--- config.mk ---
export PLATFORM = sky130hd
export DESIGN_NAME = multicycle_controller
export DESIGN_NICKNAME = d
export VERILOG_FILES = /design/src/rtl/multicycle_controller.sv
export SDC_FILE = /design/constraint.sdc
export NUM_CORES = 1
export LEC_CHECK = 0
export CAP_MARGIN = 10
export CORE_MARGIN = 3
export CORE_UTILIZATION = 35
export CTS_BUF_LIST = sky130_fd_sc_hd__clkbuf_2 sky130_fd_sc_hd__clkbuf_4 sky130_fd_sc_hd__clkbuf_8
export CTS_CLUSTER_DIAMETER = 60
export DETAILED_ROUTE_END_ITERATION = 8
export PLACE_DENSITY = 0.77
export SLEW_MARGIN = 20
export SYNTH_ARGS = -nofsm -noshare
export SYNTH_HDL_FRONTEND = slang
export SYNTH_SLANG_ARGS = --single-unit
--- constraint.sdc ---
create_clock -name clk -period 1.66 [get_ports clk]
set_clock_uncertainty 0.2 [all_clocks]
set_input_delay 0.332 -clock clk [delete_from_list [all_inputs] [get_ports clk]]
set_output_delay 0.332 -clock clk [all_outputs]
set_load 0.02 [all_outputs]
--- src/rtl/multicycle_controller.sv ---
// -----------------------------------------------------------------------------
// multicycle_controller
//   Main control FSM for a multicycle RV32I datapath. Moore machine: every
//   output is a function of the current state (plus the opcode where the
//   immediate format has to be chosen). The one exception is PCWrite in
//   BRANCH, which follows the ALU flags in that same cycle.
//
// Ports
//   clk        in   single clock, rising edge
//   rst        in   asynchronous active-high reset -> FETCH
//   opcode     in   IR[6:0]
//   func3      in   IR[14:12]
//   zero       in   ALU result == 0
//   neg        in   ALU signed-less-than flag
//   PCWrite    out  PC load enable
//   AdrSrc     out  memory address select (0=PC, 1=ALUOut)
//   MemWrite   out  data memory write enable
//   IRWrite    out  instruction register load enable
//   RegWrite   out  register file write enable
//   ResultSrc  out  00=ALUOut 01=MDR 10=ALUResult 11=Imm
//   ALUSrcA    out  00=PC 01=OldPC 10=RD1
//   ALUSrcB    out  00=RD2 01=Imm 10=const 4
//   ImmSrc     out  000=I 001=S 010=B 011=J 100=U
//   ALUOp      out  00=add 01=branch/sub 10=R-type 11=I-type
//
// Configuration
//   MC_CTRL_LUI_EN  when defined, adds the LUI state (opcode 0110111).
//                   When undefined, 0110111 is decoded as an illegal opcode.
// -----------------------------------------------------------------------------
module multicycle_controller (
  input  logic       clk,
  input  logic       rst,
  input  logic [6:0] opcode,
  input  logic [2:0] func3,
  input  logic       zero,
  input  logic       neg,
  output logic       PCWrite,
  output logic       AdrSrc,
  output logic       MemWrite,
  output logic       IRWrite,
  output logic       RegWrite,
  output logic [1:0] ResultSrc,
  output logic [1:0] ALUSrcA,
  output logic [1:0] ALUSrcB,
  output logic [2:0] ImmSrc,
  output logic [1:0] ALUOp
);

  localparam logic [6:0] OP_LOAD   = 7'b0000011;
  localparam logic [6:0] OP_STORE  = 7'b0100011;
  localparam logic [6:0] OP_RTYPE  = 7'b0110011;
  localparam logic [6:0] OP_ITYPE  = 7'b0010011;
  localparam logic [6:0] OP_BRANCH = 7'b1100011;
  localparam logic [6:0] OP_JAL    = 7'b1101111;
  localparam logic [6:0] OP_JALR   = 7'b1100111;
`ifdef MC_CTRL_LUI_EN
  localparam logic [6:0] OP_LUI    = 7'b0110111;
`endif

  typedef enum logic [3:0] {
    S_FETCH, S_DECODE, S_MEMADR, S_MEMREAD, S_MEMWB, S_MEMWRITE,
    S_EXECR, S_EXECI, S_ALUWB, S_BRANCH, S_JALR, S_JUMP
`ifdef MC_CTRL_LUI_EN
    , S_LUI
`endif
  } state_t;

  state_t r_state;
  state_t w_state_next;
  logic   w_branch_taken;

  // State register
  always_ff @(posedge clk or posedge rst) begin
    if (rst) r_state <= S_FETCH;
    else     r_state <= w_state_next;
  end

  // Next-state logic
  always_comb begin
    w_state_next = S_FETCH;
    case (r_state)
      S_FETCH:  w_state_next = S_DECODE;
      S_DECODE: begin
        case (opcode)
          OP_LOAD, OP_STORE: w_state_next = S_MEMADR;
          OP_RTYPE:          w_state_next = S_EXECR;
          OP_ITYPE:          w_state_next = S_EXECI;
          OP_BRANCH:         w_state_next = S_BRANCH;
          OP_JAL:            w_state_next = S_JUMP;
          OP_JALR:           w_state_next = S_JALR;
`ifdef MC_CTRL_LUI_EN
          OP_LUI:            w_state_next = S_LUI;
`endif
          default:           w_state_next = S_FETCH;  // illegal: no writes
        endcase
      end
      S_MEMADR:   w_state_next = (opcode == OP_STORE) ? S_MEMWRITE : S_MEMREAD;
      S_MEMREAD:  w_state_next = S_MEMWB;
      S_EXECR:    w_state_next = S_ALUWB;
      S_EXECI:    w_state_next = S_ALUWB;
      S_JALR:     w_state_next = S_JUMP;
      S_JUMP:     w_state_next = S_ALUWB;  // writes OldPC+4 to rd
      default:    w_state_next = S_FETCH;  // MEMWB, MEMWRITE, ALUWB, BRANCH, LUI
    endcase
  end

  // Branch condition from func3; unsupported func3 values never branch.
  always_comb begin
    case (func3)
      3'b000:  w_branch_taken = zero;
      3'b001:  w_branch_taken = ~zero;
      3'b100:  w_branch_taken = neg;
      3'b101:  w_branch_taken = ~neg;
      default: w_branch_taken = 1'b0;
    endcase
  end

  // Output logic
  always_comb begin
    PCWrite   = 1'b0;
    AdrSrc    = 1'b0;
    MemWrite  = 1'b0;
    IRWrite   = 1'b0;
    RegWrite  = 1'b0;
    ResultSrc = 2'b00;
    ALUSrcA   = 2'b00;
    ALUSrcB   = 2'b00;
    ImmSrc    = 3'b000;
    ALUOp     = 2'b00;
    case (r_state)
      S_FETCH: begin
        IRWrite   = 1'b1;
        ALUSrcB   = 2'b10;
        ResultSrc = 2'b10;
        PCWrite   = 1'b1;
      end
      S_DECODE: begin
        // Precompute the branch/jump target, so the immediate format
        // must already match the instruction type.
        ALUSrcA = 2'b01;
        ALUSrcB = 2'b01;
        if (opcode == OP_BRANCH)   ImmSrc = 3'b010;
        else if (opcode == OP_JAL) ImmSrc = 3'b011;
      end
      S_MEMADR: begin
        ALUSrcA = 2'b10;
        ALUSrcB = 2'b01;
        if (opcode == OP_STORE) ImmSrc = 3'b001;
      end
      S_MEMREAD:  AdrSrc = 1'b1;
      S_MEMWB: begin
        ResultSrc = 2'b01;
        RegWrite  = 1'b1;
      end
      S_MEMWRITE: begin
        AdrSrc   = 1'b1;
        MemWrite = 1'b1;
      end
      S_EXECR: begin
        ALUSrcA = 2'b10;
        ALUOp   = 2'b10;
      end
      S_EXECI: begin
        ALUSrcA = 2'b10;
        ALUSrcB = 2'b01;
        ALUOp   = 2'b11;
      end
      S_ALUWB:    RegWrite = 1'b1;
      S_BRANCH: begin
        ALUSrcA = 2'b10;
        ALUOp   = 2'b01;
        PCWrite = w_branch_taken;
      end
      S_JALR: begin
        ALUSrcA = 2'b10;
        ALUSrcB = 2'b01;
      end
      S_JUMP: begin
        ALUSrcA = 2'b01;
        ALUSrcB = 2'b10;
        PCWrite = 1'b1;
      end
`ifdef MC_CTRL_LUI_EN
      S_LUI: begin
        ImmSrc    = 3'b100;
        ResultSrc = 2'b11;
        RegWrite  = 1'b1;
      end
`endif
      default: ;
    endcase
  end

endmodule

==> results.yml, run 1 <==
run_status:
  outcome: "complete, but fails checks"
  violations: "setup timing"
routing:
  viasPerCell: 6.490
  wl_per_cell_um: 25.84
  vias: 954
  routed_wl_mm: 3.799
  drc: 0
  dr.pass1.iters: 4
  ant_nets: 0
  detailedRoute.firstIterationViolations: 36
die:
  die_w_um: 45.25
  initial_core_util: 0.3947
  boundaryPins: 30
  rows: 13
  dieArea_sq_um: 2048
  die_h_um: 45.25
  core_sq_um: 1366
timing:
  final_max_slew_viol_count: 0
  rsz0062_at_grt: "true"
  relSlewSlack: 0.6432
  min_period_ns: 2.090
  period_share: 1.259
  max_freq_mhz: 478.6
  setup_slack_ns: -0.4296
  setup_tns_ns: -4.641
  setup_viol: 17
  hold_viol: 0
  worst_slew_pin_slew_ns: 0.5341
synth:
  synth_edf_count: 0
  synth_most_common_cell: "nor2_1"
  synthTopCellsByCount: "nor2_1, a21oi_1, nand2_1"
  synth_top_cell_area_share: 0.1856
  yosys.cell_types.count: 36
  yosysTopAreaCell: "dfrtp_1"
  ys_async_sr_fraction: 1.000
  ys_top_cells_by_area: "dfrtp_1, a21oi_1, nor2_1, xor2_1, buf_4"
  synthCells: 75
  synth_area_per_cell_sq_um: 7.190
  synth-seq-cells: 4
  syn-cell-area_sq_um: 539.3
  synth_fp_nets: 89
  seq_area_frac_synth: 0.1856
  synth_ff_type: "dfrtp_1"
  yosysWarnings: 0
final_layout:
  syn2layout_area_growth_pct: 139.9
  diodes: 0
  final_layout_size_suffix_gt1_frac: 0.7121
  top_register: "r_state"
  largest_reg_flops: 4
  stdcell_count: 147
  largestRegisters: "r_state: 4 flops"
  finalCoreUtilization: 0.9469
  nFillCells: 36
  nets: 148
power_and_ir_drop:
  power.density_nw_per_um2: 962.1
  peakVddDrop_uv: 500.5
  power.total_mw: 1.245
  leakage_nw: 0.6010
global_routing:
  grt.total_usage: 0.3002
  met1_usage: 0.3205
  overflow: 0
  antenna_found_initial: 0
  grt_start_max_net_pins: 12
  busiest_layer: "met2"
  grt_pass1_wl_mm: 4.250
  use_met2: 0.5169
  grt_pass1_vias: 901
  grtUsageMet3: 0.04382
setup_path:
  cpPeakStageDelay_ns: 0.51
  start_kind: "primary input"
  critPathCaptureType: "output port"
  cp_data_arrival_time_ns: 1.56
  path_cells: "buf_6 > mux2i_2 > xor2_1 > or4_4 > a21oi_4 > buf_6"
  crit_top_cell: "buf_6"
  required_ns: 1.13
  cpMaxStageDelayCell: "or4_4"
  worstPathMaxFanout: 1
  crit_type: "in2out"
placement:
  io_buffers: 28
  dp.cells: 134
  dp_hpwl_mm: 1.454
  place_congestion: 0.8170
hold_path:
  holdCritPathClass: "in2async"
clock_tree:
  clk_latency_ns: 0.25
  clock-sinks: 4
  root_buffer: "clkbuf_4"
  htreeDepth: 1
  cts_tree: "done"
  cts.clk_slew.worst_paths_ns: 0.04
  ctsLongestPathBuffers: 2
  cts_buffers: 3
run:
  maxCapViolCount: 0
-- layout make-up --
type | instances | area (sq um) | area share
Clock buffer | 3 | 22.52 | 0.01741
Inverter | 4 | 17.52 | 0.01354
Multi-Input combinational cell | 59 | 585.6 | 0.4526
Sequential cell | 4 | 103.9 | 0.08027
Tap cell | 15 | 18.77 | 0.01451
Timing Repair Buffer | 62 | 545.5 | 0.4217
-- where the power goes --
| part | leakage, nW | switching (mW) | internal [mW] | total [mW] |
|---|---|---|---|---|
| logic | 0.538 | 0.545 | 0.415 | 0.960 |
| registers | 0.0491 | 0.0339 | 0.117 | 0.151 |
| clock network | 0.0138 | 0.0519 | 0.0817 | 0.134 |
-- critical path: cells and delay by family --
family / cells / cell delay, ns
compound gates: 1 / 0.15
xor+xnor: 1 / 0.12
simple gates: 1 / 0.51
mux: 1 / 0.23
buf+inv: 2 / 0.20
-- stage by stage --
step           cell area, sq um  setup WS (ns)  hold slack (ns)
5_1_grt                    1294        -0.5291          0.08191
2_1_floorplan             639.4        -0.1459          -0.1019
3_3_place_gp               1035         -1.119           0.3221
3_5_place_dp               1035         -1.188           0.3222
6_report                   1294        -0.4296          0.09162
4_1_cts                    1185        -0.3849          0.07165
-- cells in the final DEF, fill, tap and decap left out, types with 2 or more instances in the layout --
cell type / n
inv_2: 2
nand3b_1: 2
nor2_4: 2
or3_1: 2
nor3_1: 2
nand2_2: 3
nor2_1: 3
nand2b_1: 2
xor2_2: 2
nor2_2: 3
buf_4: 33
a21oi_2: 2
dlygate4sd2_1: 9
clkbuf_4: 3
a21oi_1: 2
nand2_4: 2
nor3_2: 2
dfrtp_2: 3
buf_2: 2
nor3b_1: 2
buf_8: 2
nand2b_4: 2
a21oi_4: 2
buf_6: 15
-- path summary, 6_finish.rpt --
check,startpoint,to,slack [ns],cells past startpoint
max,func3[2],PCWrite,-0.43,6
min,rst,r_state[0],0.09,2
min in group clk,opcode[4],r_state[2],0.45,4
max in group asynchronous,rst,r_state[3],1.00,2
min reg2reg,r_state[3],r_state[2],0.49,2
max reg2reg,r_state[2],r_state[1],-0.20,5
-- per-layer routing --
metal	routed length, um	share of wire	up-vias
met3	348	0.092	30
met2	1845	0.49	94
met1	1305	0.34	454
li1	-	-	376
met5	0	0	-
met4	300	0.079	0
-- what timing repair did --
action                     4_1_cts  5_1_grt
setup endpoints to repair       19       18
resized for setup              128       21
pin swaps                       14        6
setup buffers                   11        1
hold buffers                     0        0
-- cells by family (layout without fill, tap and decap cells) --
kind of cell	after synthesis	count (layout)	share of synthesized area
AOI/OAI and AO/OA	14	14	0.1555
xor gates and xnor gates	3	3	0.04873
buffers and inverters	12	69	0.1206
DFF	4	4	0.1856
muxes	1	1	0.01856
other	1	1	0.006954
and+or+nand+nor	40	40	0.4641
Power figures use the tool's default switching activity.
==> run 2: changes to the inputs <==
--- a/config.mk
+++ b/config.mk
@@ -7,11 +7,11 @@
 export LEC_CHECK = 0
 export CAP_MARGIN = 10
 export CORE_MARGIN = 3
-export CORE_UTILIZATION = 35
+export CORE_UTILIZATION = 40
 export CTS_BUF_LIST = sky130_fd_sc_hd__clkbuf_2 sky130_fd_sc_hd__clkbuf_4 sky130_fd_sc_hd__clkbuf_8
 export CTS_CLUSTER_DIAMETER = 60
 export DETAILED_ROUTE_END_ITERATION = 8
-export PLACE_DENSITY = 0.77
+export PLACE_DENSITY = 0.83
 export SLEW_MARGIN = 20
 export SYNTH_ARGS = -nofsm -noshare
 export SYNTH_HDL_FRONTEND = slang
==> constraint.sdc (replaced) <==
create_clock -name clk -period 2.6 [get_ports clk]
set_clock_uncertainty 0.2 [all_clocks]
set_input_delay 0.52 -clock clk [delete_from_list [all_inputs] [get_ports clk]]
set_output_delay 0.52 -clock clk [all_outputs]
set_load 0.02 [all_outputs]
==> results.yml, run 2 (synthesis gave the netlist of run 1 again) <==
run_status:
  outcome: "complete, but fails checks"
  violations: "setup timing"
clock_tree:
  cts.clk_slew.worst_paths_ns: 0.04
  cts_buffers: 3
  postCtsSetupBuffers: 0
  ctsLongestPathBuffers: 2
  hold_buffers: 0
  clk_latency_ns: 0.24
  cts_tree: "done"
  htreeDepth: 1
  clock-sinks: 4
  root_buffer: "clkbuf_4"
timing:
  final_max_slew_viol_count: 0
  setup_slack_ns: -0.03963
  max_freq_mhz: 378.8
  hold_viol: 0
  period_share: 1.015
  setup_viol: 1
  min_period_ns: 2.640
final_layout:
  final_cell_mix: "buf_4, dlymetal6s2s_1, clkdlybuf4s50_1, nor2_1"
  largestRegisters: "r_state: 4 flops"
  nets: 131
  top_register: "r_state"
  largest_reg_flops: 4
  final_layout_size_suffix_gt1_frac: 0.2783
  diodes: 0
  syn2layout_area_growth_pct: 83.29
  nFillCells: 83
  stdcell_area_sq_um: 988.4
  layout_commonest_cell: "buf_4"
power_and_ir_drop:
  leakage_nw: 0.5725
  peakVddDrop_uv: 277.8
  power.total_mw: 0.5771
  power.density_nw_per_um2: 583.8
global_routing:
  grt.total_usage: 0.1925
  grt_pass1_vias: 656
  overflow: 0
  antenna_found_initial: 0
  grt_start_max_net_pins: 17
  grt_pass1_wl_mm: 2.608
placement:
  placed_area_sq_um: 914.6
  io_buffers: 28
  place_congestion: 0.7975
  dp_hpwl_mm: 1.342
routing:
  viasPerCell: 5.550
  wl_per_cell_um: 14.40
  detailedRoute.firstIterationViolations: 8
  vias: 716
  dr.pass1.iters: 4
  ant_nets: 0
  drc: 0
  routed_wl_mm: 1.857
setup_path:
  crit_type: "in2out"
  worstPathMaxFanout: 3
  required_ns: 1.88
  cp_data_arrival_time_ns: 1.92
  start_kind: "primary input"
  critPathCaptureType: "output port"
run:
  maxCapViolCount: 0
die:
  core_sq_um: 1186
  die_w_um: 42.72
  rows: 12
  dieArea_sq_um: 1825
  boundaryPins: 30
  die_h_um: 42.72
  initial_core_util: 0.4546
hold_path:
  holdCritPathClass: "in2async"
## run 2: final timing paths
path	start	end	slack, ns	depth (start not counted)
worst min register to register	r_state[3]	r_state[2]	0.51	2
worst max-delay path	opcode[6]	ImmSrc[0]	-0.04	6
max in group asynchronous	rst	r_state[1]	1.77	2
worst max register to register	r_state[3]	r_state[1]	0.95	6
min in group clk	r_state[3]	r_state[2]	0.51	2
worst min-delay path	rst	r_state[2]	0.27	2
## run 2: area by class of cell
class	count	area (sq um)	share of cell area
Clock buffer	3	22.52	0.02278
Tap cell	14	17.52	0.01772
Sequential cell	4	100.1	0.1013
Multi-Input combinational cell	59	405.4	0.4101
Timing Repair Buffer	45	427.9	0.4329
Inverter	4	15.01	0.01519
## run 2: worst max-delay path: stages
cell and delay, ns:
clkdlybuf4s50_1 0.51, and3b_1 0.21, and4_4 0.25, nand2_2 0.09, o22ai_2 0.20, buf_6 0.14
## run 2: power by group
part | internal [mW] | total, mW | switching (mW)
registers | 0.0730 | 0.0894 | 0.0164
logic | 0.196 | 0.411 | 0.215
clock network | 0.0516 | 0.0767 | 0.0251
## run 2: per-layer routing
layer / vias to the layer above / wire (um) / global-route usage
met3: 6 / 187 / 0.06356
li1: 349 / - / -
met4: 0 / 67 / 0.1056
met5: - / 0 / 0
met2: 46 / 979 / 0.3563
met1: 315 / 623 / 0.1811
## run 2: repair_timing
item | in CTS | in global routing
gates resized for setup | 17 | 22
pin swaps | 1 | 4
endpoints found under the setup margin | 7 | 10
## run 2: per-stage QoR
stage | hold WS [ns] | utilization | std cells | setup slack [ns] | setup TNS, ns
final | 0.2720 | 0.8333 | 129 | -0.03963 | -0.03963
after global routing | 0.2766 | 0.8333 | 129 | -0.07421 | -0.1016
after CTS | 0.2688 | 0.7753 | 129 | -0.003507 | -0.003507
after detailed placement | 0.4976 | 0.7711 | 126 | -0.6005 | -1.381
after global placement | 0.4841 | 0.7711 | 126 | -0.5383 | -1.277
after floorplan | 0.08608 | - | 75 | 0.1385 | 0
==> run 3: changes to the inputs <==
==> constraint.sdc (replaced) <==
create_clock -name clk -period 3.2 [get_ports clk]
set_clock_uncertainty 0.2 [all_clocks]
set_input_delay 0.64 -clock clk [delete_from_list [all_inputs] [get_ports clk]]
set_output_delay 0.64 -clock clk [all_outputs]
set_load 0.02 [all_outputs]
==> results.yml, run 3 (synthesis gave the netlist of run 1 again) <==
final_layout:
  finalCoreUtilization: 0.7669
  syn2layout_area_growth_pct: 68.68
  largest_reg_flops: 4
  nets: 127
  ff_latch_area_sq_um: 100.1
  layout_commonest_cell: "clkdlybuf4s50_1"
  final_layout_size_suffix_gt1_frac: 0.1892
  largestRegisters: "r_state: 4 flops"
  stdcell_area_sq_um: 909.6
  diodes: 0
  stdcell_count: 125
  final_cell_mix: "clkdlybuf4s50_1, buf_4, nor2_1, a21oi_1, nand2_1"
  nFillCells: 100
  multi_input_area_sq_um: 384.1
  top_register: "r_state"
timing:
  final_max_slew_viol_count: 0
  whs_ns: 0.3794
  rsz0062_at_grt: "false"
  setup_tns_ns: 0
  period_share: 0.9561
  min_period_ns: 3.059
  setup_slack_ns: 0.1406
  setup_viol: 0
  hold_viol: 0
  max_freq_mhz: 326.9
die:
  core_sq_um: 1186
  die_w_um: 42.72
  dieArea_sq_um: 1825
  initial_core_util: 0.4546
  boundaryPins: 30
  rows: 12
  die_h_um: 42.72
setup_path:
  critPathTopFamily: "buffers and inverters"
  rr_endpoint: "r_state[0]"
  cp_data_arrival_time_ns: 2.22
  r2r-start: "r_state[3]"
  required_ns: 2.36
  start_kind: "primary input"
  rr_worst_depth: 4
  cpPeakStageDelay_ns: 0.50
  crit_type: "in2out"
  worstPathMaxFanout: 1
  critPathCaptureType: "output port"
  critical_path_buf_inv_count: 2
  reg2reg_slack_ns: 1.51
  cpMaxStageDelayCell: "clkdlybuf4s50_1"
  path_cells: "clkdlybuf4s50_1 > mux2i_2 > xor2_1 > or4_1 > a21oi_1 > buf_2"
placement:
  dp_slack_ns: -0.3130
  placed_area_sq_um: 884.6
  dp_hpwl_mm: 1.313
  io_buffers: 28
  dp.cells: 122
  place_congestion: 0.7924
power_and_ir_drop:
  leakage_nw: 0.4089
  power.density_nw_per_um2: 499.2
  power_switching_mw: 0.2023
  combPwrFrac: 0.716
  switching_share: 0.4455
  internal_power_mw: 0.2518
  seqPwrFrac: 0.141
  peakVddDrop_uv: 198.1
  clkPwrFrac: 0.143
  power.total_mw: 0.4541
hold_path:
  holdCritPathClass: "in2async"
clock_tree:
  cts_buffers: 3
  hold_buffers: 0
  ctsLongestPathBuffers: 2
  postCtsSetupBuffers: 0
  cts_tree: "done"
  htreeDepth: 1
  clock-sinks: 4
  root_buffer: "clkbuf_4"
  cts.clk_slew.worst_paths_ns: 0.04
  clk_latency_ns: 0.24
global_routing:
  grt_start_max_net_pins: 17
  grt.total_usage: 0.2170
  overflow: 0
  grt_pass1_wl_mm: 2.856
  antenna_found_initial: 0
  grt_pass1_vias: 645
routing:
  ant_nets: 0
  drc: 0
  dr.pass1.iters: 4
  routed_wl_mm: 1.720
  vias: 678
  viasPerCell: 5.424
  detailedRoute.firstIterationViolations: 10
  wl_per_cell_um: 13.76
run:
  maxCapViolCount: 0
run_status:
  outcome: "finished, final reports clean"
run 3: changes by cell type in the layout (fill, tap and decap cells not counted), moves of 2 or more:
cell | before | now
a21oi_1 | 4 | 6
buf_4 | 19 | 13
a21oi_2 | 2 | 0
clkdlybuf4s50_1 | 10 | 25
dlymetal6s2s_1 | 11 | 0
run 3: power by group through the flow:
stage	logic, mW	registers [mW]	clock network (mW)
global placement	0.322	0.0641	0
global route	0.348	0.0651	0.0711
detailed placement	0.329	0.0645	0
CTS	0.328	0.0639	0.0669
finish	0.325	0.0641	0.0647
floorplan	0.192	0.0676	0
run 3: how the worst max path moves through the flow:
stage	from	to	cells after the start
after floorplan	r_state[2]	ResultSrc[1]	4
after global routing	func3[2]	PCWrite	6
final	func3[2]	PCWrite	6
after CTS	func3[2]	PCWrite	6
after global placement	func3[2]	PCWrite	6
after detailed placement	func3[2]	PCWrite	6
run 3: layout make-up:
type                            count  share of cell area
Sequential cell                     4              0.1100
Tap cell                           14             0.01926
Clock buffer                        3             0.02476
Multi-Input combinational cell     59              0.4223
Inverter                            4             0.01651
Timing Repair Buffer               41              0.4072
run 3: what timing repair did:
action                     CTS  global route
resized for setup            6             2
gates cloned                 0             0
hold endpoints to repair     0             0
setup endpoints to repair    3             1
run 3: metal layers:
layer  vias up  wire length (um)  GRT usage
li1        340                 -          -
met1       302               605     0.2046
met2        34               939     0.3982
met3         2               148    0.04237
met4         0                28     0.1677
met5         -                 0          0
